File: config.mk
export PLATFORM = sky130hd
export DESIGN_NAME = pending_rr_arbiter
export DESIGN_NICKNAME = d
export VERILOG_FILES = /design/src/rtl/pkt_arb_pkg.sv /design/src/rtl/pending_rr_arbiter_rr_pick.sv /design/src/rtl/pending_rr_arbiter.sv
export SDC_FILE = /design/constraint.sdc
export NUM_CORES = 1
export LEC_CHECK = 0
export ABC_AREA = 1
export BUFFER_PORTS_ARGS = -buffer_cell sky130_fd_sc_hd__buf_2
export CAP_MARGIN = 15
export CORE_MARGIN = 2
export CORE_UTILIZATION = 52
export CTS_BUF_LIST = sky130_fd_sc_hd__clkbuf_8 sky130_fd_sc_hd__clkbuf_16
export DETAILED_ROUTE_END_ITERATION = 7
export PLACE_DENSITY = 0.8
export SLEW_MARGIN = 20
export SYNTH_ARGS = -nofsm -noshare
export SYNTH_HDL_FRONTEND = slang
export SYNTH_HIERARCHICAL = 1
export SYNTH_SLANG_ARGS = --single-unit
File: constraint.sdc
create_clock -name clk -period 1.9 [get_ports clk]
set_input_delay 0.38 -clock clk [delete_from_list [all_inputs] [get_ports clk]]
set_output_delay 0.38 -clock clk [all_outputs]
set_load 0.1 [all_outputs]
File: src/rtl/pkt_arb_pkg.sv
// Shared types and constants for the pending round-robin arbiter.
// Holds the FSM state enum, default sizing and the index-to-one-hot helper.
package pkt_arb_pkg;

  typedef enum logic [0:0] {
    ARB_IDLE = 1'b0,
    ARB_BUSY = 1'b1
  } arb_state_t;

  localparam int DEF_NUM_REQ  = 4;
  localparam int DEF_MAX_HOLD = 255;
  localparam int MAX_REQ      = 16;

  // Callers truncate the result to their own requester count.
  function automatic logic [MAX_REQ-1:0] idx_to_onehot(input logic [3:0] idx);
    return 16'd1 << idx;
  endfunction

endpackage

File: src/rtl/pending_rr_arbiter_rr_pick.sv
// Combinational rotate-priority encoder: finds the first set pending bit
// scanning upward from last_idx+1, wrapping modulo NUM_REQ.
module rr_pick
  import pkt_arb_pkg::*;
#(
  parameter int NUM_REQ = DEF_NUM_REQ,
  parameter int IDX_W   = $clog2(NUM_REQ)
) (
  input  logic [NUM_REQ-1:0] pending,
  input  logic [IDX_W-1:0]   last_idx,
  output logic               found,
  output logic [IDX_W-1:0]   idx,
  output logic [NUM_REQ-1:0] onehot
);

  // Scan NUM_REQ positions starting just past the previous grantee.
  always_comb begin
    found = 1'b0;
    idx   = '0;
    for (int k = 1; k <= NUM_REQ; k++) begin
      if (!found && pending[(int'(last_idx) + k) % NUM_REQ]) begin
        found = 1'b1;
        idx   = IDX_W'((int'(last_idx) + k) % NUM_REQ);
      end else begin
        found = found;
      end
    end
    onehot = found ? NUM_REQ'(idx_to_onehot(4'(idx))) : '0;
  end

endmodule

File: src/rtl/pending_rr_arbiter.sv
// Round-robin arbiter over sticky pending flags with grant held until done.
// Optional grant timeout is compiled in with `define ARB_TIMEOUT_EN.
module pending_rr_arbiter
  import pkt_arb_pkg::*;
#(
  parameter int NUM_REQ  = DEF_NUM_REQ,
  parameter int MAX_HOLD = DEF_MAX_HOLD,
  parameter int IDX_W    = $clog2(NUM_REQ)
) (
  input  logic               clk,
  input  logic               reset,
  input  logic [NUM_REQ-1:0] req_pulse,
  input  logic [NUM_REQ-1:0] cancel,
  input  logic               done,
  output logic [NUM_REQ-1:0] grant,
  output logic               grant_valid,
  output logic [IDX_W-1:0]   grant_idx,
  output logic [NUM_REQ-1:0] pending,
  output logic               timeout
);

  arb_state_t          state_r;
  logic [IDX_W-1:0]    last_idx_r;
  logic                pick_found_s;
  logic [IDX_W-1:0]    pick_idx_s;
  logic [NUM_REQ-1:0]  pick_onehot_s;
  logic                busy_s;
  logic                cancel_grantee_s;
  logic                expire_s;
  logic                release_s;
  logic                timeout_next_s;
  logic [NUM_REQ-1:0]  grantee_oh_s;
  logic [NUM_REQ-1:0]  clr_s;
  logic [NUM_REQ-1:0]  pending_next_s;

  rr_pick #(
    .NUM_REQ (NUM_REQ),
    .IDX_W   (IDX_W)
  ) u_pick (
    .pending  (pending),
    .last_idx (last_idx_r),
    .found    (pick_found_s),
    .idx      (pick_idx_s),
    .onehot   (pick_onehot_s)
  );

  assign busy_s           = (state_r == ARB_BUSY);
  assign cancel_grantee_s = busy_s && (|(cancel & grant));

`ifdef ARB_TIMEOUT_EN
  localparam int CNT_W = $clog2(MAX_HOLD + 1);
  logic [CNT_W-1:0] hold_cnt_r;

  // Hold counter: zero outside BUSY, counts each BUSY cycle until release.
  always_ff @(posedge clk) begin
    if (!reset) begin
      hold_cnt_r <= '0;
    end else if (busy_s && !release_s) begin
      hold_cnt_r <= hold_cnt_r + CNT_W'(1);
    end else begin
      hold_cnt_r <= '0;
    end
  end

  assign expire_s = busy_s && (hold_cnt_r == CNT_W'(MAX_HOLD - 1));
`else
  logic [31:0] unused_hold_s;
  assign unused_hold_s = 32'(MAX_HOLD);
  assign expire_s      = 1'b0;
`endif

  // Release decode and pending-flag next state (set wins over clear).
  always_comb begin
    release_s      = busy_s && (done || cancel_grantee_s || expire_s);
    timeout_next_s = expire_s && !done && !cancel_grantee_s;
    grantee_oh_s   = NUM_REQ'(idx_to_onehot(4'(grant_idx)));
    clr_s          = cancel & ~grant;
    if (release_s) begin
      clr_s = clr_s | grantee_oh_s;
    end else begin
      clr_s = clr_s;
    end
    pending_next_s = (pending & ~clr_s) | req_pulse;
  end

  // FSM, registered grant outputs, pending flags and rotation pointer.
  always_ff @(posedge clk) begin
    if (!reset) begin
      state_r     <= ARB_IDLE;
      pending     <= '0;
      grant       <= '0;
      grant_valid <= 1'b0;
      grant_idx   <= '0;
      timeout     <= 1'b0;
      last_idx_r  <= IDX_W'(NUM_REQ - 1);
    end else begin
      pending <= pending_next_s;
      timeout <= timeout_next_s;
      case (state_r)
        ARB_IDLE: begin
          if (pick_found_s) begin
            grant       <= pick_onehot_s;
            grant_idx   <= pick_idx_s;
            grant_valid <= 1'b1;
            state_r     <= ARB_BUSY;
          end else begin
            grant       <= '0;
            grant_idx   <= '0;
            grant_valid <= 1'b0;
          end
        end
        ARB_BUSY: begin
          if (release_s) begin
            last_idx_r  <= grant_idx;
            grant       <= '0;
            grant_idx   <= '0;
            grant_valid <= 1'b0;
            state_r     <= ARB_IDLE;
          end else begin
            state_r <= ARB_BUSY;
          end
        end
        default: begin
          grant       <= '0;
          grant_idx   <= '0;
          grant_valid <= 1'b0;
          state_r     <= ARB_IDLE;
        end
      endcase
    end
  end

endmodule

## Word level (Yosys, flattened, before mapping)

Index checks and enable logic that the tools add are counted.

- Equal/unequal tests: 1
- Shift operators: 2
- Reductions and logical operators: 15
- Magnitude comparators: 4
- Mux-type cells: 32
- Bitwise logic cells: 12
- $add $sub $neg: 4

Operator list:

| kind | count |
|---|---|
| $lt 3x4->1 const B | 4 |
| $mux 1 | 15 |
| $and 4x4->4 | 3 |
| $mux 2 | 6 |
| $mux 4 | 3 |
| $bmux 1 s2 | 4 |
| $not 4->4 | 2 |
| $or 4x4->4 | 2 |
| $pmux 4 s2 | 1 |
| $reduce_or 2->1 | 4 |
| $shl 1x2->4 const A | 2 |
| $logic_and 1x1->1 | 5 |
| $add 2x1->2 const B | 2 |
| $add 2x2->2 const B | 2 |
| $and 1x1->1 const A | 4 |
| $pmux 1 s2 | 2 |
| $pmux 2 s2 | 1 |
| $reduce_or 4->1 | 1 |
| $logic_not 1->1 | 3 |
| $ne 2x1->1 const B | 1 |
| $reduce_and 2->1 | 1 |
| $logic_or 1x1->1 | 1 |
| $not 1->1 | 1 |

- Register bits after elaboration: 14
- Input bits: 11
- Output and inout port bits: 12

## Depth between registers and ports, before layout

Gate-level depths: netlist of run 1.

- Depth in word-level cells: 19
- Mapped depth: 15
- Gate-level depth less buffers: 14

## Hierarchy

The synthesis of run 1 kept the hierarchy.

By module, submodules not included:

| module | cells an instance | area an instance (sq um) | instances |
|---|---|---|---|
| pending_rr_arbiter | 83 | 651.9 | 1 |
| rr_pick | 62 | 336.6 | 1 |

## Least setup slack after synthesis of run 1

Ideal clock, no wire load.

- Path type: reg-to-reg
- Start point: register pending[2]
- End point: register grant[1]
- Data required time: 1.830 ns
- Path slack: -0.102 ns
- Setup time: 0.070 ns
- Period minus slack after synthesis: 2.002 ns
- Arrival: 1.931 ns
- Cell stages (with the launch flop): 13
- Path through: dfxtp_1 -> inv_1 -> nand2_2 -> nand3_1 -> nand2_2 -> nand3_1 -> nand2_1 -> nand2_1 -> nand3_2 -> inv_2 -> nor2_1 -> nand2_1 -> a21oi_1

- Cells in the longest elaborated chain, start to end: 16
- Elaborated cells on any way between the ends: 29
- Classes of those cells: shift (1); mux (22); reduce/logical (6)

Ends and longest elaborated chain:

| what | RTL line | RTL |
|---|---|---|
| start: declaration | pending_rr_arbiter.sv:18 | `output logic [NUM_REQ-1:0] pending,` |
| start signal: assignment | pending_rr_arbiter.sv:97 | `pending <= pending_next_s;` |
| $bmux 1 s2 | pending_rr_arbiter_rr_pick.sv:21 | `if (!found && pending[(int'(last_idx) + k) % NUM_REQ]) begin` |
| $mux 1 (implied by the code) (2 in series) | pending_rr_arbiter_rr_pick.sv:21 |  |
| $mux 1 | pending_rr_arbiter_rr_pick.sv:21 |  |
| $logic_not 1->1 | pending_rr_arbiter_rr_pick.sv:21 |  |
| $logic_and 1x1->1 | pending_rr_arbiter_rr_pick.sv:21 |  |
| $mux 1 | pending_rr_arbiter_rr_pick.sv:21 |  |
| $logic_not 1->1 | pending_rr_arbiter_rr_pick.sv:21 |  |
| $logic_and 1x1->1 | pending_rr_arbiter_rr_pick.sv:21 |  |
| $mux 1 | pending_rr_arbiter_rr_pick.sv:21 |  |
| $logic_not 1->1 | pending_rr_arbiter_rr_pick.sv:21 |  |
| $logic_and 1x1->1 | pending_rr_arbiter_rr_pick.sv:21 |  |
| $mux 2 (*) | pending_rr_arbiter_rr_pick.sv:21 |  |
| named net pick_idx_s[0] | pending_rr_arbiter.sv:25 | `logic [IDX_W-1:0] pick_idx_s;` |
| $shl 1x2->4 (*) | pkt_arb_pkg.sv:16 | `return 16'd1 << idx;` |
| named net pick_onehot_s[1] | pending_rr_arbiter.sv:26 | `logic [NUM_REQ-1:0] pick_onehot_s;` |
| $mux 4 (*) | pending_rr_arbiter.sv:101 | `if (pick_found_s) begin` |
| $pmux 4 s2 (*) | pending_rr_arbiter.sv:99 | `case (state_r)` |
| end signal: assignment | pending_rr_arbiter.sv:102 | `grant <= pick_onehot_s;` |
| end: declaration | pending_rr_arbiter.sv:15 | `output logic [NUM_REQ-1:0] grant,` |

Mark *: on every way through the listed nets, which the timed path passes. The rest lies on a longest branch. The select of a mux whose other input is x is not followed.
A chain may end at the register's enable or synchronous reset.

## Final worst setup path of run 1

- Start point: register last_idx_r[1]
- End point: register grant[1]

- Cells in the longest elaborated chain, start to end: 17
- Elaborated cells on any way between the ends: 33
- Classes of those cells: add/sub (4); shift (1); mux (22); reduce/logical (6)

Ends and longest elaborated chain:

| what | RTL line | RTL |
|---|---|---|
| start: declaration | pending_rr_arbiter.sv:23 | `logic [IDX_W-1:0] last_idx_r;` |
| start signal: assignment | pending_rr_arbiter.sv:95 | `last_idx_r <= IDX_W'(NUM_REQ - 1);` |
| start signal: assignment | pending_rr_arbiter.sv:114 | `last_idx_r <= grant_idx;` |
| $add 2x1->2 | pending_rr_arbiter_rr_pick.sv:21 |  |
| $bmux 1 s2 | pending_rr_arbiter_rr_pick.sv:21 |  |
| $mux 1 (implied by the code) (2 in series) | pending_rr_arbiter_rr_pick.sv:21 |  |
| $mux 1 | pending_rr_arbiter_rr_pick.sv:21 |  |
| $logic_not 1->1 | pending_rr_arbiter_rr_pick.sv:21 |  |
| $logic_and 1x1->1 | pending_rr_arbiter_rr_pick.sv:21 |  |
| $mux 1 | pending_rr_arbiter_rr_pick.sv:21 |  |
| $logic_not 1->1 | pending_rr_arbiter_rr_pick.sv:21 |  |
| [2 not listed] | - |  |
| $logic_not 1->1 | pending_rr_arbiter_rr_pick.sv:21 |  |
| $logic_and 1x1->1 | pending_rr_arbiter_rr_pick.sv:21 |  |
| $mux 2 (*) | pending_rr_arbiter_rr_pick.sv:21 |  |
| named net pick_idx_s[0] | pending_rr_arbiter.sv:25 |  |
| $shl 1x2->4 (*) | pkt_arb_pkg.sv:16 |  |
| named net pick_onehot_s[1] | pending_rr_arbiter.sv:26 |  |
| $mux 4 (*) | pending_rr_arbiter.sv:101 |  |
| $pmux 4 s2 (*) | pending_rr_arbiter.sv:99 |  |

Marks and branches as above.

==> summary.txt, run 1 <==
Outcome
  – Outcome: complete, no violations

Final layout
  – Non-filler instance count after layout: 192
  – Area grow syn2layout: 17.7%
  – Most common cell after layout, fill and taps aside: nand2_1
  – Layout fillers: 174
  – Most frequent cells in the layout: nand2_1, buf_2, inv_1
  – Util after Layout: 0.660
  – Share of layout cells above drive strength 1: 0.371
  – Final #Nets: 179
  – Post-route cell area: 0.00116 mm2
  – Diode count: 0

Placement
  – Detailed Place HPWL: between 1500 and 2000 um
  – Port buffer count: 21
  – GPL Wtd Cong: 0.892
  – Dpl cell area: 0.00111 mm2
  – Cells after DPL: between 150 and 200

Pwr
  – Pwr Density: between 1500 and 2000 mW/mm2
  – Comb pwr share: 0.623
  – Switching Fraction: 0.574
  – Clock power frac: 0.142
  – Leakage: 0.585 nW
  – Total power: 2.06 mW
  – Peak VDD IR: 1.16 mV
  – Flop pwr share: 0.236
  – NetSw: between 1 and 1.5 mW
  – Internal: 0.877 mW

Worst setup path
  – CP Max Fanout: 7
  – Delay-heaviest family, CP: simple AND/OR/NAND/NOR gates
  – WP buf/inv: 2
  – Largest stage delay, worst path: 480 ps
  – Setup crit end kind: flop
  – CP arrival: roughly 1900 ps
  – Critical path class: reg2reg
  – Crit-path most repeated cell: nand2_1
  – Crit-path slowest cell: dfxtp_1
  – Worst Path Required: between 2000 and 2500 ps
  – Worst-path cell chain: inv_2 -> nand2_1 -> nand2_1 -> nand2_2 -> nand2_4 -> nor2_4 -> nand4_1 -> nand3_2 -> inv_2 -> nor2_1 -> nand2_1 -> a21oi_1
  – Critical Path Source Type: flop

Floorplan
  – Core Region: 0.00176 mm2
  – Die Wd: 47.6 um
  – Starting Density: 0.560
  – Die height: around 48 um
  – # IOs: 23
  – Die area: 0.00227 mm2
  – Cell Rows: 15

Routing
  – First DRT Iteration DRCs: 32
  – Final wirelength: 2220 um
  – Vias post-DR: around 950
  – Via density: 4.94
  – TritonRoute pass-1 iters: 4
  – Routed length per instance: 11.6 um
  – Antenna-violating nets left: 0
  – Post-route DRC: 0

Global route
  – Vias in the first global route: 819
  – Total grt overflow: 0
  – Initial antenna violation count: 0
  – Overall global routing resource usage: 0.222
  – Largest net degree at the start of global routing: 13
  – Global-route wire length before repair: about 3400 um

Worst hold path
  – Hold/Removal Path Class: in2reg

STA
  – Final setup vio count: 0
  – Final Max Tran Viols: 0
  – Clk_skew: 1.04 ps
  – Setup TNS: 0 ps
  – Tmin final: approximately 1700 ps
  – Final worst path period share: 0.894
  – Final hold viol count: 0
  – Max Fclk: about 590 MHz
  – RSZ-0062 raised after global routing: no

Yosys
  – Mapped Area: 988 um2
  – Yosys Warn Count: 6
  – Mean Syn Cell Area: 6.82 um2
  – Register area share after synthesis: 0.284
  – Area leader, netlist: dfxtp_1
  – Seq cells post-synth: 14
  – Mapped Cells: 145
  – Number of synthesized flops with an enable pin: 0
  – Post-Synthesis Net Count: 156
  – Share of the synthesized area in the top cell type: 0.284
  – Synth async-reset ratio: 0
  – Yosys cell types: 28
  – Top post-synthesis cells by area: dfxtp_1, nand2_1, inv_1, nand2_2, nand2_4
  – Top FF cell, synth: dfxtp_1

Clocking
  – Root buffer cell: clkbuf_8
  – Clock sinks: 14
  – Setup Fix Bufs, Post-CTS: 0
  – H-tree levels: 1
  – CTS Buf Count: 3
  – Clock tree buffer depth: 2
  – Clock slew at reported path FFs: 60 ps
  – CTS tree: yes
  – Worst skew pair latency: 250 ps

Job
  – Max-cap violations: 0
[timing repair]
action | 4_1_cts | 5_1_grt
gates resized for setup | 0 | 1
setup endpoints to repair | 0 | 2
hold buffers | 0 | 0
[metal layers]
| metal | up-vias | routed length (um) | track usage |
|---|---|---|---|
| met4 | 0 | 54 | 0.103 |
| met2 | 17 | 1140 | 0.381 |
| met3 | 7 | 67 | 0.0340 |
| li1 | 498 | - | - |
| met1 | 427 | 962 | 0.274 |
| met5 | - | 0 | 0 |
[kinds of logic (layout without fill, tap and decap cells)]
| logic type | count (synthesis) | after routing | share of synthesized area |
|---|---|---|---|
| buffers and inverters | 30 | 52 | 0.130 |
| other | 1 | 1 | 0.00379 |
| and+or+nand+nor | 79 | 79 | 0.442 |
| AOI/OAI and AO/OA | 21 | 21 | 0.141 |
| DFF | 14 | 14 | 0.284 |
[metrics by stage]
step / setup slack (ps) / hold slack, ps
global route: 43.7 / 375
detailed placement: 167 / 450
finish: 202 / 358
CTS: 149 / 356
floorplan: 81.2 / 468
global placement: 195 / 444
[registers in the layout (all words and copies together) (netlist names)]
register and count:
grant_valid 1, grant 4, busy_s 1, pending 4, last_idx_r 2, grant_idx 2
[path summary, 6_finish.rpt]
kind | start | end | slack, ps | cells past startpoint
min reg2reg | grant_valid | grant_valid | 460 | 1
max reg2reg | last_idx_r[1] | grant[1] | 200 | 12
min | req_pulse[0] | pending[0] | 360 | 3
max | last_idx_r[1] | grant[1] | 200 | 12
[cells in the mapped netlist (2+ instances only)]
| cell | count |
|---|---|
| a21oi_2 | 2 |
| a21oi_1 | 10 |
| nor2_2 | 2 |
| nand2_4 | 5 |
| inv_1 | 20 |
| inv_2 | 6 |
| a21boi_0 | 4 |
| nand2_1 | 38 |
| nand2_2 | 11 |
| nand4_1 | 4 |
| dfxtp_1 | 14 |
| nor2_1 | 4 |
| nand3_1 | 10 |
[final cells by class]
| class | count | area, um2 | area share |
|---|---|---|---|
| multi-input combinational | 101 | 579 | 0.498 |
| sequential | 14 | 287 | 0.246 |
| inverter | 27 | 106 | 0.0914 |
| timing repair buffer | 21 | 105 | 0.0903 |
| clock buffer | 4 | 55.1 | 0.0473 |
| tap | 25 | 31.3 | 0.0269 |
[worst reg2reg max path, stage by stage, from the launching register on]
cell     delay, ps
dfxtp_1        480
inv_2          110
nand2_1         70
nand2_1         60
nand2_2        100
nand2_4         60
nor2_4         120
nand4_1        140
nand3_2        130
inv_2           50
nor2_1          90
nand2_1         60
a21oi_1        130
[power groups by stage]
stage               clock network [mW]  registers (mW)  logic, mW
finish                           0.291           0.484       1.28
global route                     0.306           0.496       1.37
CTS                              0.294           0.480       1.28
detailed placement                   0           0.486       1.27
global placement                     0           0.478       1.24
floorplan                            0           0.872      0.697
(Power assumes the default switching activity.)
==> inputs of run 2 (changes only) <==
--- a/config.mk
+++ b/config.mk
@@ -11,10 +11,12 @@
 export CORE_MARGIN = 2
 export CORE_UTILIZATION = 52
 export CTS_BUF_LIST = sky130_fd_sc_hd__clkbuf_8 sky130_fd_sc_hd__clkbuf_16
+export CTS_CLUSTER_DIAMETER = 30
 export DETAILED_ROUTE_END_ITERATION = 7
-export PLACE_DENSITY = 0.8
+export PLACE_DENSITY = 0.77
 export SLEW_MARGIN = 20
 export SYNTH_ARGS = -nofsm -noshare
 export SYNTH_HDL_FRONTEND = slang
 export SYNTH_HIERARCHICAL = 1
 export SYNTH_SLANG_ARGS = --single-unit
+export TNS_END_PERCENT = 1
==> run 2 against run 1 <==
  * Via count is 3.4% higher
  * Combinational power hardly changed
  * Non-clock buffer count stayed put
  * Critical path depth is 2 higher
  * Clock skew is 4.4 ps higher
  * Sequential power is 1% lower
  * Global-route usage hardly changed
  * Clock-buffer cell count is 1 lower
  * Die area stayed put
  * Sequential share of layout area is 0.29 points higher
  * Maximum frequency is 0.68% lower
  * Critical endpoint is now grant[2]
  * Largest power group unchanged
==> summary.txt, run 2 (synthesized netlist as in run 1, its figures left out) <==
Worst setup path
  – Crit-path slowest cell: dfxtp_1
  – Critical Path Source Type: flop
  – FF-to-FF Start: last_idx_r[1]
  – Setup crit start: last_idx_r[1]
  – Cell depth of the worst flop-to-flop path: 14
  – R2r endpoint: grant[2]
  – Worst Setup EP: grant[2]
  – Worst Path Required: 2070 ps
  – CP arrival: 1880 ps
  – Worst-path cell chain: inv_2 -> nand2_1 -> nand2_1 -> nand2_2 -> nand2_4 -> nor2_4 -> nand2_1 -> nand2_1 -> inv_1 -> nand2_2 -> inv_2 -> nor2_1 -> nand2_1 -> a21oi_1
  – Setup crit end kind: flop
  – Crit-path most repeated cell: nand2_1
  – Critical path class: reg2reg
  – CP Max Fanout: 7
  – Largest stage delay, worst path: between 400 and 500 ps
  – Reg-to-reg setup timing slack: around 190 ps

Clocking
  – CTS Buf Count: 3
  – Root buffer cell: clkbuf_8
  – Clock tree buffer depth: 2
  – Worst skew pair latency: 250 ps
  – Clock slew at reported path FFs: 60 ps
  – # hold bufs at CTS: 0
  – Clock sinks: 14
  – H-tree levels: 1
  – CTS tree: yes

Routing
  – Routed length per instance: 11.9 um
  – Antenna-violating nets left: 0
  – TritonRoute pass-1 iters: 4
  – Via density: 5.14
  – Post-route DRC: 0
  – Vias post-DR: about 980
  – Final wirelength: 2270 um
  – First DRT Iteration DRCs: 44

Global route
  – Initial antenna violation count: 0
  – Met2 Track Usage GR: 0.346
  – GRT met1 Usage: 0.293
  – M3 GR Usage: 0.0453
  – Total grt overflow: 0
  – Overall global routing resource usage: 0.223
  – Global route hottest layer: met2
  – Largest net degree at the start of global routing: 13
  – Global-route wire length before repair: 3430 um
  – Vias in the first global route: 824

STA
  – Tmin final: roughly 1700 ps
  – Final setup margin: 190 ps
  – Final setup vio count: 0
  – Final worst path period share: 0.900
  – Final Max Tran Viols: 0
  – Final hold slack: 356 ps
  – RSZ-0062 raised after global routing: no
  – Setup TNS: 0 ps
  – Final hold viol count: 0
  – Max Fclk: around 580 MHz
  – Clk_skew: 5.40 ps

Floorplan
  – Core Region: 0.00176 mm2
  – Starting Density: 0.560
  – Die height: roughly 48 um
  – Die area: 0.00227 mm2
  – # IOs: 23
  – Die Wd: 47.6 um
  – Cell Rows: 15

Pwr
  – Peak VDD IR: 1.02 mV
  – Leakage: about 0.58 nW
  – Pwr Density: roughly 1700 mW/mm2

Final layout
  – Diode count: 0
  – Share of layout cells above drive strength 1: 0.367
  – Most common cell after layout, fill and taps aside: nand2_1
  – Layout fillers: 170
  – Top flop regs: grant (4), pending (4)
  – Register cell area after layout: 287 um2
  – Most frequent cells in the layout: nand2_1, buf_2, inv_1
  – Area grow syn2layout: 16.3%
  – Final #Nets: 179
  – Area of the multi-input gates: between 500 and 600 um2

Placement
  – Detailed Place HPWL: 1790 um
  – Port buffer count: 21
  – Dpl ws: 172 ps
  – GPL Wtd Cong: a little under 0.9

Outcome
  – Outcome: complete, no violations

Worst hold path
  – Hold/Removal Path Class: in2reg

Job
  – Max-cap violations: 0
[run 2: changes by cell type in the layout (fill, tap and decap cells not counted), sizes merged]
| cell | change |
|---|---|
| clkbuf | -1 |
[run 2: timing repair]
item                       4_1_cts  5_1_grt
resized for setup                0        1
setup endpoints to repair        0        2
setup buffers                    0        0
[run 2: per-stage QoR]
| step | cell area [um2] | total power, mW | utilization | std cells |
|---|---|---|---|---|
| 2_1_floorplan | 993 | 1.57 | - | 145 |
| 3_3_place_gp | 1110 | 1.73 | 0.628 | 188 |
| 3_5_place_dp | 1110 | 1.75 | 0.628 | 188 |
| 4_1_cts | 1150 | 2.00 | 0.651 | 191 |
| 5_1_grt | 1150 | 2.13 | 0.652 | 191 |
| 6_report | 1150 | 2.01 | 0.652 | 191 |
[run 2: critical path: cells and delay by family, from the launching register on]
kind                   cells  cell delay, ps
and+or+nand+nor           10             810
DFF                        1             470
buffers and inverters      3             210
AOI/OAI and AO/OA          1             150
[run 2: power breakdown]
part	total (mW)	internal, mW	leakage [nW]	switching [mW]
clock	0.246	0.140	0.0216	0.106
sequential	0.477	0.378	0.116	0.0993
combinational	1.29	0.316	0.440	0.970
total	2.01	0.834	0.577	1.17
[run 2: routing by layer]
metal / vias to the layer above / share of wire
met5: - / 0
met4: 0 / 0.021
met3: 9 / 0.057
met2: 37 / 0.47
met1: 440 / 0.45
li1: 495 / -
[run 2: how the worst min path moves through the flow]
stage / slack (ps) / cells past startpoint / endpoint / startpoint
CTS: 360 / 3 / pending[1] / req_pulse[1]
detailed placement: 460 / 1 / grant_valid / grant_valid
finish: 360 / 3 / pending[1] / req_pulse[1]
global route: 370 / 2 / last_idx_r[0] / reset
floorplan: 470 / 2 / last_idx_r[0] / last_idx_r[0]
global placement: 440 / 1 / grant_valid / grant_valid
[run 2: final cells by class]
cell class / instances / share of cell area
Sequential cell: 14 / 0.249
Tap cell: 25 / 0.0272
Timing Repair Buffer: 21 / 0.0914
Inverter: 27 / 0.0925
Multi-Input combinational cell: 101 / 0.504
Clock buffer: 3 / 0.0359
